<file path="src/rtl/interface_pack_pkg.sv">
// Shared constants and types for the 10-bit symbol <-> 16-bit word pack/unpack pair.
// Eight symbols fill exactly five words; helpers keep the group phase arithmetic in one place.
package interface_pack_pkg;

   localparam int SYM_W       = 10;
   localparam int WORD_W      = 16;
   localparam int ACC_W       = 26;
   localparam int FILL_W      = 5;
   localparam int PHASE_W     = 3;
   localparam int GROUP_SYMS  = 8;
   localparam int GROUP_WORDS = 5;

   typedef logic [SYM_W-1:0]   sym_t;
   typedef logic [WORD_W-1:0]  word_t;
   typedef logic [ACC_W-1:0]   acc_t;
   typedef logic [FILL_W-1:0]  fill_t;
   typedef logic [PHASE_W-1:0] phase_t;

   function automatic phase_t next_phase(input phase_t p);
      return (p == phase_t'(GROUP_WORDS - 1)) ? '0 : p + phase_t'(1);
   endfunction

endpackage

</file>
<file path="src/rtl/interface_pack_if.sv">
// Symbol-in / word-out bundle of the packer; master is the packer itself, slave is its environment.
interface interface_pack_if;
   import interface_pack_pkg::*;

   sym_t   sym_data;
   logic   sym_valid;
   logic   sym_ready;
   logic   flush;
   word_t  word_data;
   logic   word_valid;
   logic   word_ready;
   phase_t word_phase;
   logic   busy;

   modport master (
      input  sym_data, sym_valid, flush, word_ready,
      output sym_ready, word_data, word_valid, word_phase, busy
   );

   modport slave (
      output sym_data, sym_valid, flush, word_ready,
      input  sym_ready, word_data, word_valid, word_phase, busy
   );

endinterface

</file>
<file path="src/rtl/interface_pack_shift.sv">
// Masked shift-insert: keeps the low fill_i bits of acc_i and places sym_i directly above them.
// Purely combinational; clearing the bits above fill keeps flush padding zero.
module interface_pack_shift
   import interface_pack_pkg::*;
(
   input  acc_t  acc_i,
   input  fill_t fill_i,
   input  sym_t  sym_i,
   output acc_t  acc_o
);

   acc_t keep_mask;
   acc_t sym_ext;

   always_comb begin
      keep_mask = ~({ACC_W{1'b1}} << fill_i);
      sym_ext   = acc_t'(sym_i) << fill_i;
      acc_o     = (acc_i & keep_mask) | sym_ext;
   end

endmodule

</file>
<file path="src/rtl/interface_pack.sv">
// Packs 10-bit symbols LSB-first into 16-bit words; one cycle from accepting a symbol to word_valid.
// Stalls symbols when a full word is waiting and not taken; flush zero-pads and emits the tail word.
module interface_pack
   import interface_pack_pkg::*;
(
   input  logic clk,
   input  logic rst,
   interface_pack_if.master bus
);

   localparam fill_t FILL_WORD = fill_t'(WORD_W);
   localparam fill_t FILL_SYM  = fill_t'(SYM_W);

   acc_t   acc_q, acc_d, acc_pop, acc_ins;
   fill_t  fill_q, fill_d, fill_pop;
   logic   flush_pend_q, flush_pend_d;
   phase_t phase_q, phase_d;

   logic word_valid;
   logic sym_ready;
   logic pop;
   logic push;

   // Pop happens before insertion, so the symbol lands above whatever the consumed word left behind.
   interface_pack_shift u_shift (
      .acc_i  (acc_pop),
      .fill_i (fill_pop),
      .sym_i  (bus.sym_data),
      .acc_o  (acc_ins)
   );

   always_comb begin
      word_valid = (fill_q >= FILL_WORD) | (flush_pend_q & (fill_q != '0));
      pop        = word_valid & bus.word_ready;
      sym_ready  = ~flush_pend_q & ((fill_q < FILL_WORD) | pop);
      push       = bus.sym_valid & sym_ready;

      acc_pop  = pop ? (acc_q >> WORD_W) : acc_q;
      fill_pop = fill_q;
      if (pop) begin
         fill_pop = (fill_q >= FILL_WORD) ? fill_q - FILL_WORD : '0;
      end

      acc_d  = push ? acc_ins : acc_pop;
      fill_d = push ? fill_pop + FILL_SYM : fill_pop;

      phase_d      = pop ? next_phase(phase_q) : phase_q;
      flush_pend_d = flush_pend_q;
      if (flush_pend_q) begin
         // Draining done: restart the 5-word group so the unpacker realigns.
         if (fill_d == '0) begin
            flush_pend_d = 1'b0;
            phase_d      = '0;
         end
      end else if (bus.flush) begin
         flush_pend_d = 1'b1;
      end
   end

   always_ff @(posedge clk) begin
      if (rst) begin
         acc_q        <= '0;
         fill_q       <= '0;
         flush_pend_q <= 1'b0;
         phase_q      <= '0;
      end else begin
         acc_q        <= acc_d;
         fill_q       <= fill_d;
         flush_pend_q <= flush_pend_d;
         phase_q      <= phase_d;
      end
   end

   assign bus.word_data  = acc_q[WORD_W-1:0];
   assign bus.word_valid = word_valid;
   assign bus.sym_ready  = sym_ready;
   assign bus.word_phase = phase_q;
   assign bus.busy       = (fill_q != '0) | flush_pend_q;

endmodule

</file>
<file path="src/flat_wrapper.sv">
// flat-port wrapper written by rule: the top's interface ports become plain ports
module interface_pack_flat import interface_pack_pkg::*;
  (clk, rst, bus_sym_data, bus_sym_valid, bus_flush, bus_word_ready, bus_sym_ready, bus_word_data, bus_word_valid, bus_word_phase, bus_busy);
  interface_pack_if bus_i ();
  input  logic clk;
  input  logic rst;
  input wire logic [$bits(bus_i.sym_data)-1:0] bus_sym_data;
  input wire logic [$bits(bus_i.sym_valid)-1:0] bus_sym_valid;
  input wire logic [$bits(bus_i.flush)-1:0] bus_flush;
  input wire logic [$bits(bus_i.word_ready)-1:0] bus_word_ready;
  output wire logic [$bits(bus_i.sym_ready)-1:0] bus_sym_ready;
  output wire logic [$bits(bus_i.word_data)-1:0] bus_word_data;
  output wire logic [$bits(bus_i.word_valid)-1:0] bus_word_valid;
  output wire logic [$bits(bus_i.word_phase)-1:0] bus_word_phase;
  output wire logic [$bits(bus_i.busy)-1:0] bus_busy;
  assign bus_i.sym_data = bus_sym_data;
  assign bus_i.sym_valid = bus_sym_valid;
  assign bus_i.flush = bus_flush;
  assign bus_i.word_ready = bus_word_ready;
  assign bus_sym_ready = bus_i.sym_ready;
  assign bus_word_data = bus_i.word_data;
  assign bus_word_valid = bus_i.word_valid;
  assign bus_word_phase = bus_i.word_phase;
  assign bus_busy = bus_i.busy;
  interface_pack u_core (.clk(clk), .rst(rst), .bus(bus_i));
endmodule
</file>
<file path="config.mk">
export PLATFORM = sky130hd
export DESIGN_NAME = interface_pack_flat
export DESIGN_NICKNAME = d
export VERILOG_FILES = /design/src/rtl/interface_pack_pkg.sv /design/src/rtl/interface_pack_if.sv /design/src/rtl/interface_pack_shift.sv /design/src/rtl/interface_pack.sv /design/src/flat_wrapper.sv
export SDC_FILE = /design/constraint.sdc
export NUM_CORES = 1
export LEC_CHECK = 0
export CORE_MARGIN = 2
export CORE_UTILIZATION = 50
export CTS_BUF_LIST = sky130_fd_sc_hd__clkbuf_16
export DETAILED_ROUTE_END_ITERATION = 7
export PLACE_DENSITY = 0.85
export SLEW_MARGIN = 5
export SYNTH_ARGS = -nofsm -noshare
export SYNTH_HDL_FRONTEND = slang
export SYNTH_SLANG_ARGS = --single-unit
</file>
<file path="constraint.sdc">
create_clock -name clk -period 2.87 [get_ports clk]
set_input_delay 0.574 -clock clk [delete_from_list [all_inputs] [get_ports clk]]
set_output_delay 0.574 -clock clk [all_outputs]
set_load 0.01 [all_outputs]
</file>
; ---- Word-level counts from Yosys, hierarchy flattened
; Index checks and enable logic that the tools add are counted.
[word_totals]
ff_bits = 35
inputBits = 15
elab_cells = 37
out_inout_bits = 22
[classes]
bitwise = 11
shifts = 2
addsub = 3
eq_ne = 1
magnitude_cmp = 2
muxes = 12
reduce_logical = 2
[ops]
columns = cell, count
row1 = $mux W26, 2
row2 = $and A26 B26 Y26, 1
row3 = $not A26 Y26, 1
row4 = $or A26 B26 Y26, 1
row5 = $shl A10 B5 Y26, 1
row6 = $shl A26 B5 Y26 const A, 1
row7 = $mux W5, 3
row8 = $mux W3, 4
row9 = $add A5 B4 Y5 const B, 1
row10 = $ge A5 B5 Y1 const B, 1
row11 = $logic_not A5 Y1, 1
row12 = $lt A5 B5 Y1 const B, 1
row13 = $reduce_bool A5 Y1, 1
row14 = $sub A5 B5 Y5 const B, 1
row15 = $and A1 B1 Y1, 4
row16 = $add A3 B1 Y3 const B, 1
row17 = $eq A3 B3 Y1 const B, 1
row18 = $mux W1, 3
row19 = $or A1 B1 Y1, 3
row20 = $not A1 Y1, 1

; ---- Longest topological paths before layout
; Gate-level depths: netlist (run 1).
[depth]
word_depth = 11
ltp_mapped = 11
depth_no_buf = 9

; ---- By module
; A second synthesis (run 1) with hierarchy kept.
[hier_totals]
hier_cells = 414
hier_area_um2 = 3035.4
[by_module_without_submodules]
columns = mod, seq_area_each_um2, cells_per_inst, area_per_inst_um2, instances
row1 = interface_pack, 700.7, 235, 1830.5, 1
row2 = interface_pack_shift, 0.0, 179, 1204.9, 1

; ---- Worst setup path before layout (run 1)
; No wires, ideal clock.
[synth_path]
path_type = input to register
startpoint = input bus_word_ready
endpoint = register u_core.phase_q[0] (netlist: u_core.bus.word_phase[0])
n_path_buf = 1
setup_ns = 0.078
t_required_ns = 2.792
setup_slack_ns = 0.635
t_arrival_ns = 2.157
cell_stages = 10
path_cell_list = nand3b_1 -> buf_4 -> nand2_1 -> inv_1 -> ha_1 -> nor2b_1 -> nor3_1 -> a211oi_1 -> o311a_1 -> nor3_1
[synth_via]
elab_chain_cells = 8
elab_cells_between_ends = 11
cone_classes = add/sub (1) / mux (5) / bitwise (4) / reduce/logical (1)
[synth_rtl]
columns = element, line_no
row1 = from (decl), flat_wrapper.sv:10  ; input wire logic [$bits(bus_i.word_ready)-1:0] bus_word_ready;
row2 = $and A1 B1 Y1 *, interface_pack.sv:34  ; pop = word_valid & bus.word_ready;
row3 = branches (longest 6 deep; another with $add A5 B4 Y5), -
row4 = $mux W3 *, interface_pack.sv:49  ; if (flush_pend_q) begin
row5 = to (signal assigned), interface_pack.sv:70  ; phase_q <= phase_d;
row6 = to (decl), interface_pack.sv:17  ; phase_t phase_q, phase_d;
; Mark *: on every way between the ends.
; A chain may end at the register's enable or synchronous reset.

; ---- Final worst setup path (run 1)
[layout_path]
startpoint = register u_core.fill_q[3]
endpoint = output bus_busy
[layout_via]
elab_chain_cells = 2
[layout_rtl]
columns = element, line_no
row1 = from (decl), interface_pack.sv:15  ; fill_t fill_q, fill_d, fill_pop;
row2 = from (signal assigned), interface_pack.sv:68  ; fill_q <= fill_d;
row3 = $reduce_bool A5 Y1, interface_pack.sv:78  ; assign bus.busy = (fill_q != '0) | flush_pend_q;
row4 = $or A1 B1 Y1, interface_pack.sv:78
row5 = to (decl), flat_wrapper.sv:15  ; output wire logic [$bits(bus_i.busy)-1:0] bus_busy;
; No other way between the ends.

==> results.md, run 1 <==
- Die H: 76.01 µm
- Vias: 2,756
- Fin. max-slew vios: 0
- Worst-margin pin slew: 595.7 ps
- Most numerous cell in the Yosys netlist: dfxtp_1
- Ys async rst share: 0
- Horiz. Die Dim: 76.01 µm
- DRC viols: 0
- Total Power: 1.686 mW
- DIE AREA: 5777 µm²
- First-pass GRT wire length: 13,210 µm
- Vias in the first global route: 2,587
- Core Footprint: 5042 µm²
- Post-route ant nets: 0
- Final hold violation count: 0
- Most frequent cells after synthesis: dfxtp_1, nor2_1, nand2_1
- Setup Buffers After CTS: 0
- Unrepaired setup endpoints after global routing: false
- I/O pin count: 37
- HPWL after DPL: 5761 µm
- CP peak stage delay: 550 ps
- Critical Path Start Type: flop
- Grt total ovfl: 0
- Cells after Synth: 336
- Distinct cell type count after synthesis: 66
- Clk_lat worst skew: 280 ps
- Cts bufs inserted: 5
- Synth Flop Type: dfxtp_1
- Layout area overhead: 19.26%
- Delay-heaviest family, CP: simple AND/OR/NAND/NOR gates
- Cell area after synthesis: 2592 µm²
- Largest net degree at the start of global routing: 38
- # diodes: 0
- Register area share after synthesis: 0.2703
- Final Skew: 4.413 ps
- Syn. warnings: 0
- Num Clock Sinks: 35
- Cts repair resizes: 0
- Slew headroom: 0.6029
- Total GRT Usage: 0.2851
- Critical Path, Cell by Cell: or4_4, or3_1, clkdlybuf4s50_1
- CP bufs+invs: 1
- Design area: 3092 µm²
- Initial Util: 0.5141
- Setup violators final: 0
- Input/output buffers: 36
- Clock slew at reported path FFs: 60 ps
- Initial antenna violation count: 0
- Slowest-stage cell, CP: or4_4
- Hold-fix buffers at CTS: 0
- Setup TNS: 0 ps
- Synth area leaders: dfxtp_1, buf_4, nor2_1, a21oi_1, nand2_1
- FMAX: 0.3915 GHz
- Syn_nets: 355
- Worst EP required: 2300 ps
- Htree depth: 2
- Synth area leader: dfxtp_1
- Max-Cap Viols: 0
- Worst setup EP type: primary output
- Fin nets: 377
- Worst-case clock buffer depth: 2
- Placed Area: 2928 µm²
- CP Data Arrival Time: 1980 ps
- Layout cell share with drive strength beyond 1: 0.1226
- FP Rows: 26
- Hold crit path type: reg -> reg
- Final period utilization: 0.8900
- Pwr per Cell Area: 545.2 nW/µm²
- Number of enable flip-flop cells after synthesis: 0
- DRT Pass-1 Iters: 4
- DR vias/cell: 6.424
- Clk root buf: clkbuf_16
- CP Max Fanout: 3
- Detailed Route Iter0 Violations: 314
- Synth Register Bits: 35
- TritonCTS clock tree: done
- Min Clock Period, post-route: 2554 ps
- Avg Cell Area, Syn: 7.716 µm²
- Status: finished, final reports clean
- Placer congestion estimate: 1.018
- WL/cell: 19.06 µm
- Post-Route WL: 8178 µm
- Peak supply drop: 0.0003962 V
- Crit Path Category: reg -> out
- Synth top area share: 0.2703
- LEAKAGE: 1.120 nW
## logic make-up (layout without fill, tap and decap cells)
kind of cell             count (synthesis)  count (layout)  synth area share
AND/OR/NAND/NOR                        119             119            0.2302
adder cells (fa/ha/maj)                  5               5           0.02317
XOR/XNOR                                 2               2          0.006758
AO/OA/AOI/OAI                          110             110            0.2949
flip-flops                              35              35            0.2703
multiplexers                            13              13           0.05888
buffers and inverters                   52              75            0.1158
## state kept, by name (all words and copies together), names as in the netlist
signal and cells:
u_core.bus.word_phase 3, u_core.flush_pend_q 1, u_core.acc_q 26, u_core.fill_q 5
## report_power, final
group	switching, mW	total (mW)	internal [mW]
Clock	0.203	0.607	0.405
Combinational	0.308	0.531	0.223
Sequential	0.0260	0.548	0.522
## cell usage in the layout (no fill, tap or decap), types with 4 or more instances in the layout
cell,n
a211oi_1,5
a21oi_1,24
a22o_1,4
a22oi_1,6
a311oi_1,4
a31oi_1,11
a32oi_1,4
and3_1,5
buf_4,19
clkbuf_16,5
clkdlybuf4s50_1,36
dfxtp_1,35
ha_1,4
inv_1,11
mux2_2,6
mux2i_1,4
nand2_1,31
nand2b_1,7
nand3_1,8
nand4_1,5
nor2_1,33
nor2b_1,10
nor3_1,9
o2111ai_1,4
o21ai_0,15
o21ai_1,6
o22ai_1,4
## final cells by class
| cell class | instances | area [µm²] |
|---|---|---|
| Fill cell | 456 | 1951 |
| Tap cell | 70 | 87.58 |
| Clock buffer | 5 | 125.1 |
| Multi-Input combinational cell | 249 | 1592 |
| Timing Repair Buffer | 55 | 503.0 |
| Clock inverter | 3 | 38.79 |
| Sequential cell | 35 | 700.7 |
| Inverter | 12 | 45.04 |
## worst min-delay path: stages, from the launching register on
cell     delay, ps
dfxtp_1        310
nand3_1         60
o21ai_1         50
## routing by layer
metal  global-route usage  up-vias  wire length (µm)
met5                    0        -                 0
met1               0.3652     1311              3416
met3              0.05687       26               589
li1                     -     1272                 -
met2               0.4705      147              3898
met4               0.1200        0               274
## final timing paths
path / from / to / slack [ps] / cells after the start
worst min-delay path: u_core.acc_q[17] / u_core.acc_q[17] / 470 / 2
worst max register to register: u_core.fill_q[3] / u_core.acc_q[8] / 670 / 5
worst min register to register: u_core.acc_q[17] / u_core.acc_q[17] / 470 / 2
worst max-delay path: u_core.fill_q[3] / bus_busy / 320 / 3
## per-stage QoR
stage / std cells / hold slack (ps) / util / worst slack [ps]
after floorplan: 336 / 435.0 / - / 635.1
after global placement: 421 / 446.5 / 0.5806 / 258.4
after detailed placement: 421 / 453.8 / 0.5806 / 199.0
after CTS: 429 / 463.3 / 0.6132 / 309.5
after global routing: 429 / 507.2 / 0.6132 / 298.6
final: 429 / 465.1 / 0.6132 / 315.6
(Power assumes the default switching activity.)
==> inputs of run 2 (changes only) <==
- CORE_UTILIZATION: 50 -> 30
- PLACE_DENSITY: 0.85 -> 0.6
==> run 2 against run 1 <==
- total power shrank 4.9%
- sequential share of layout area decreased by 0.26 points
- setup slack better by 42 ps
- worst hold slack worse by 4.7 ps
==> results.md, run 2 (synthesized netlist as in run 1, its figures left out) <==
- Status: finished, final reports clean
- DP Worst Slack: 103.2 ps
- Num Clock Sinks: 35
- Initial antenna violation count: 0
- Unrepaired setup endpoints after global routing: false
- Vias: 2,710
- Critical path launch point: u_core.fill_q[0]
- CP Max Fanout: 3
- Setup Buffers After CTS: 0
- CP Data Arrival Time: 1940 ps
- Worst EP required: 2300 ps
- Crit Path Category: reg -> out
- FP Rows: 33
- Layout cell share with drive strength beyond 1: 0.1194
- Critical Path Start Type: flop
- Comb pwr share: 0.337
- DR vias/cell: 5.828
- Sw Share: 0.3371
- Clk root buf: clkbuf_16
- Max reg flops: 26
- Layout area overhead: 20.66%
- Total Power: 1.603 mW
- Worst-case clock buffer depth: 2
- CP peak stage delay: 560 ps
- Worst-margin pin slew: 541.3 ps
- Internal power: 1.063 mW
- Setup TNS: 0 ps
- Clk_lat worst skew: 280 ps
- Worst R2R End: u_core.acc_q[16]
- DRT Pass-1 Iters: 5
- Min Clock Period, post-route: 2512 ps
- Slowest-stage cell, CP: or4_4
- Final Skew: 3.528 ps
- Horiz. Die Dim: 96.96 µm
- Die H: 96.96 µm
- Worst setup EP type: primary output
- Worst setup path end: bus_busy
- Clock slew at reported path FFs: 60 ps
- TritonCTS clock tree: done
- Delay-heaviest family, CP: simple AND/OR/NAND/NOR gates
- M1 GR Usage: 0.2488
- Final hold violation count: 0
- Cts repair resizes: 0
- WL/cell: 18.08 µm
- Htree depth: 2
- Most frequent cells in the layout: clkdlybuf4s50_1, dfxtp_1, nor2_1
- Critical Path, Cell by Cell: or4_4, or3_1, clkdlybuf4s50_1
- DRC viols: 0
- Fin. max-slew vios: 0
- Most used routing layer: met2
- Worst reg2reg startpoint: u_core.fill_q[0]
- Fin nets: 378
- Commonest non-fill, non-tap cell in the layout: clkdlybuf4s50_1
- Placer congestion estimate: 0.9522
- NetSw: 0.5406 mW
- Vias in the first global route: 2,595
- Peak supply drop: 0.0002137 V
- First-pass GRT wire length: 13,660 µm
- Largest Register: u_core.acc_q
- HPWL after DPL: 6013 µm
- Slew headroom: 0.6391
- I/O pin count: 37
- # diodes: 0
- FMAX: 0.3980 GHz
- Largest net degree at the start of global routing: 38
- R2r setup slk: 690 ps
- LEAKAGE: 1.118 nW
- Placed Area: 2992 µm²
- DIE AREA: 9401 µm²
- Total GRT Usage: 0.1794
- Met2 Track Usage GR: 0.2708
- Cts bufs inserted: 5
- R2R depth: 6
- Input/output buffers: 36
- Pwr per Cell Area: 512.6 nW/µm²
- Post-route ant nets: 0
- Max-Cap Viols: 0
- Sequential share of power: 0.342
- Post-Route WL: 8405 µm
- CP bufs+invs: 1
- Hold crit path type: reg -> reg
- Design area: 3128 µm²
- Met3 global-route usage: 0.04408
- Final Worst Setup Slack: 357.5 ps
- Grt total ovfl: 0
- Detailed Route Iter0 Violations: 378
- Clock power frac: 0.321
- Critical path depth: 3
- Core Footprint: 8299 µm²
- Hold-fix buffers at CTS: 0
- Final period utilization: 0.8754
- Initial Util: 0.3124
- Setup violators final: 0
==> run 2: cell count changes in the layout (fill, tap and decap cells not counted) <==
cell	previous run	this run
clkinv_1	1	2
bufinv_16	1	0
inv_1	11	12
buf_12	0	1
clkinv_2	1	0
==> run 2: worst min-delay path, delay by kind of cell (launching register included) <==
family	cells	cell delay (ps)
flops	1	310
simple gates	1	50
compound gates	1	50
==> run 2: worst min-delay path by stage <==
stage                                 from               end  slack [ps]  cells after the start
after floorplan           u_core.acc_q[17]  u_core.acc_q[17]         430                      2
after global placement    u_core.acc_q[21]  u_core.acc_q[21]         450                      2
after detailed placement  u_core.acc_q[21]  u_core.acc_q[21]         460                      2
after CTS                 u_core.acc_q[21]  u_core.acc_q[21]         470                      2
after global routing      u_core.acc_q[21]  u_core.acc_q[21]         500                      2
final                     u_core.acc_q[21]  u_core.acc_q[21]         460                      2
==> run 2: layout make-up <==
| class | instances | area (µm²) |
|---|---|---|
| inverters | 12 | 45.04 |
| fillers | 842 | 5171 |
| well taps | 105 | 131.4 |
| clock inverters | 3 | 11.26 |
| multi-input cells | 249 | 1592 |
| clock buffers | 5 | 125.1 |
| flip-flops and latches | 35 | 700.7 |
| repair buffers | 56 | 523.0 |
==> run 2: power by group through the flow <==
stage	clock [mW]	combinational, mW	sequential (mW)
2_1_floorplan	0	0.350	0.553
3_3_place_gp	0	0.531	0.558
3_5_place_dp	0	0.527	0.559
4_1_cts	0.520	0.531	0.549
5_1_grt	0.544	0.581	0.554
6_report	0.514	0.541	0.548
==> run 2: routing by layer <==
layer / vias to the layer above / routed length (µm)
li1: 1267 / -
met1: 1263 / 3767
met2: 156 / 3629
met3: 24 / 775
met4: 0 / 232
met5: - / 0
==> run 2: stage by stage <==
step                  util  cells  hold WS [ps]
floorplan                -    336         435.0
global placement    0.3605    457         453.6
detailed placement  0.3605    457         457.4
CTS                 0.3769    465         465.5
global route        0.3769    465         497.1
finish              0.3769    465         460.5
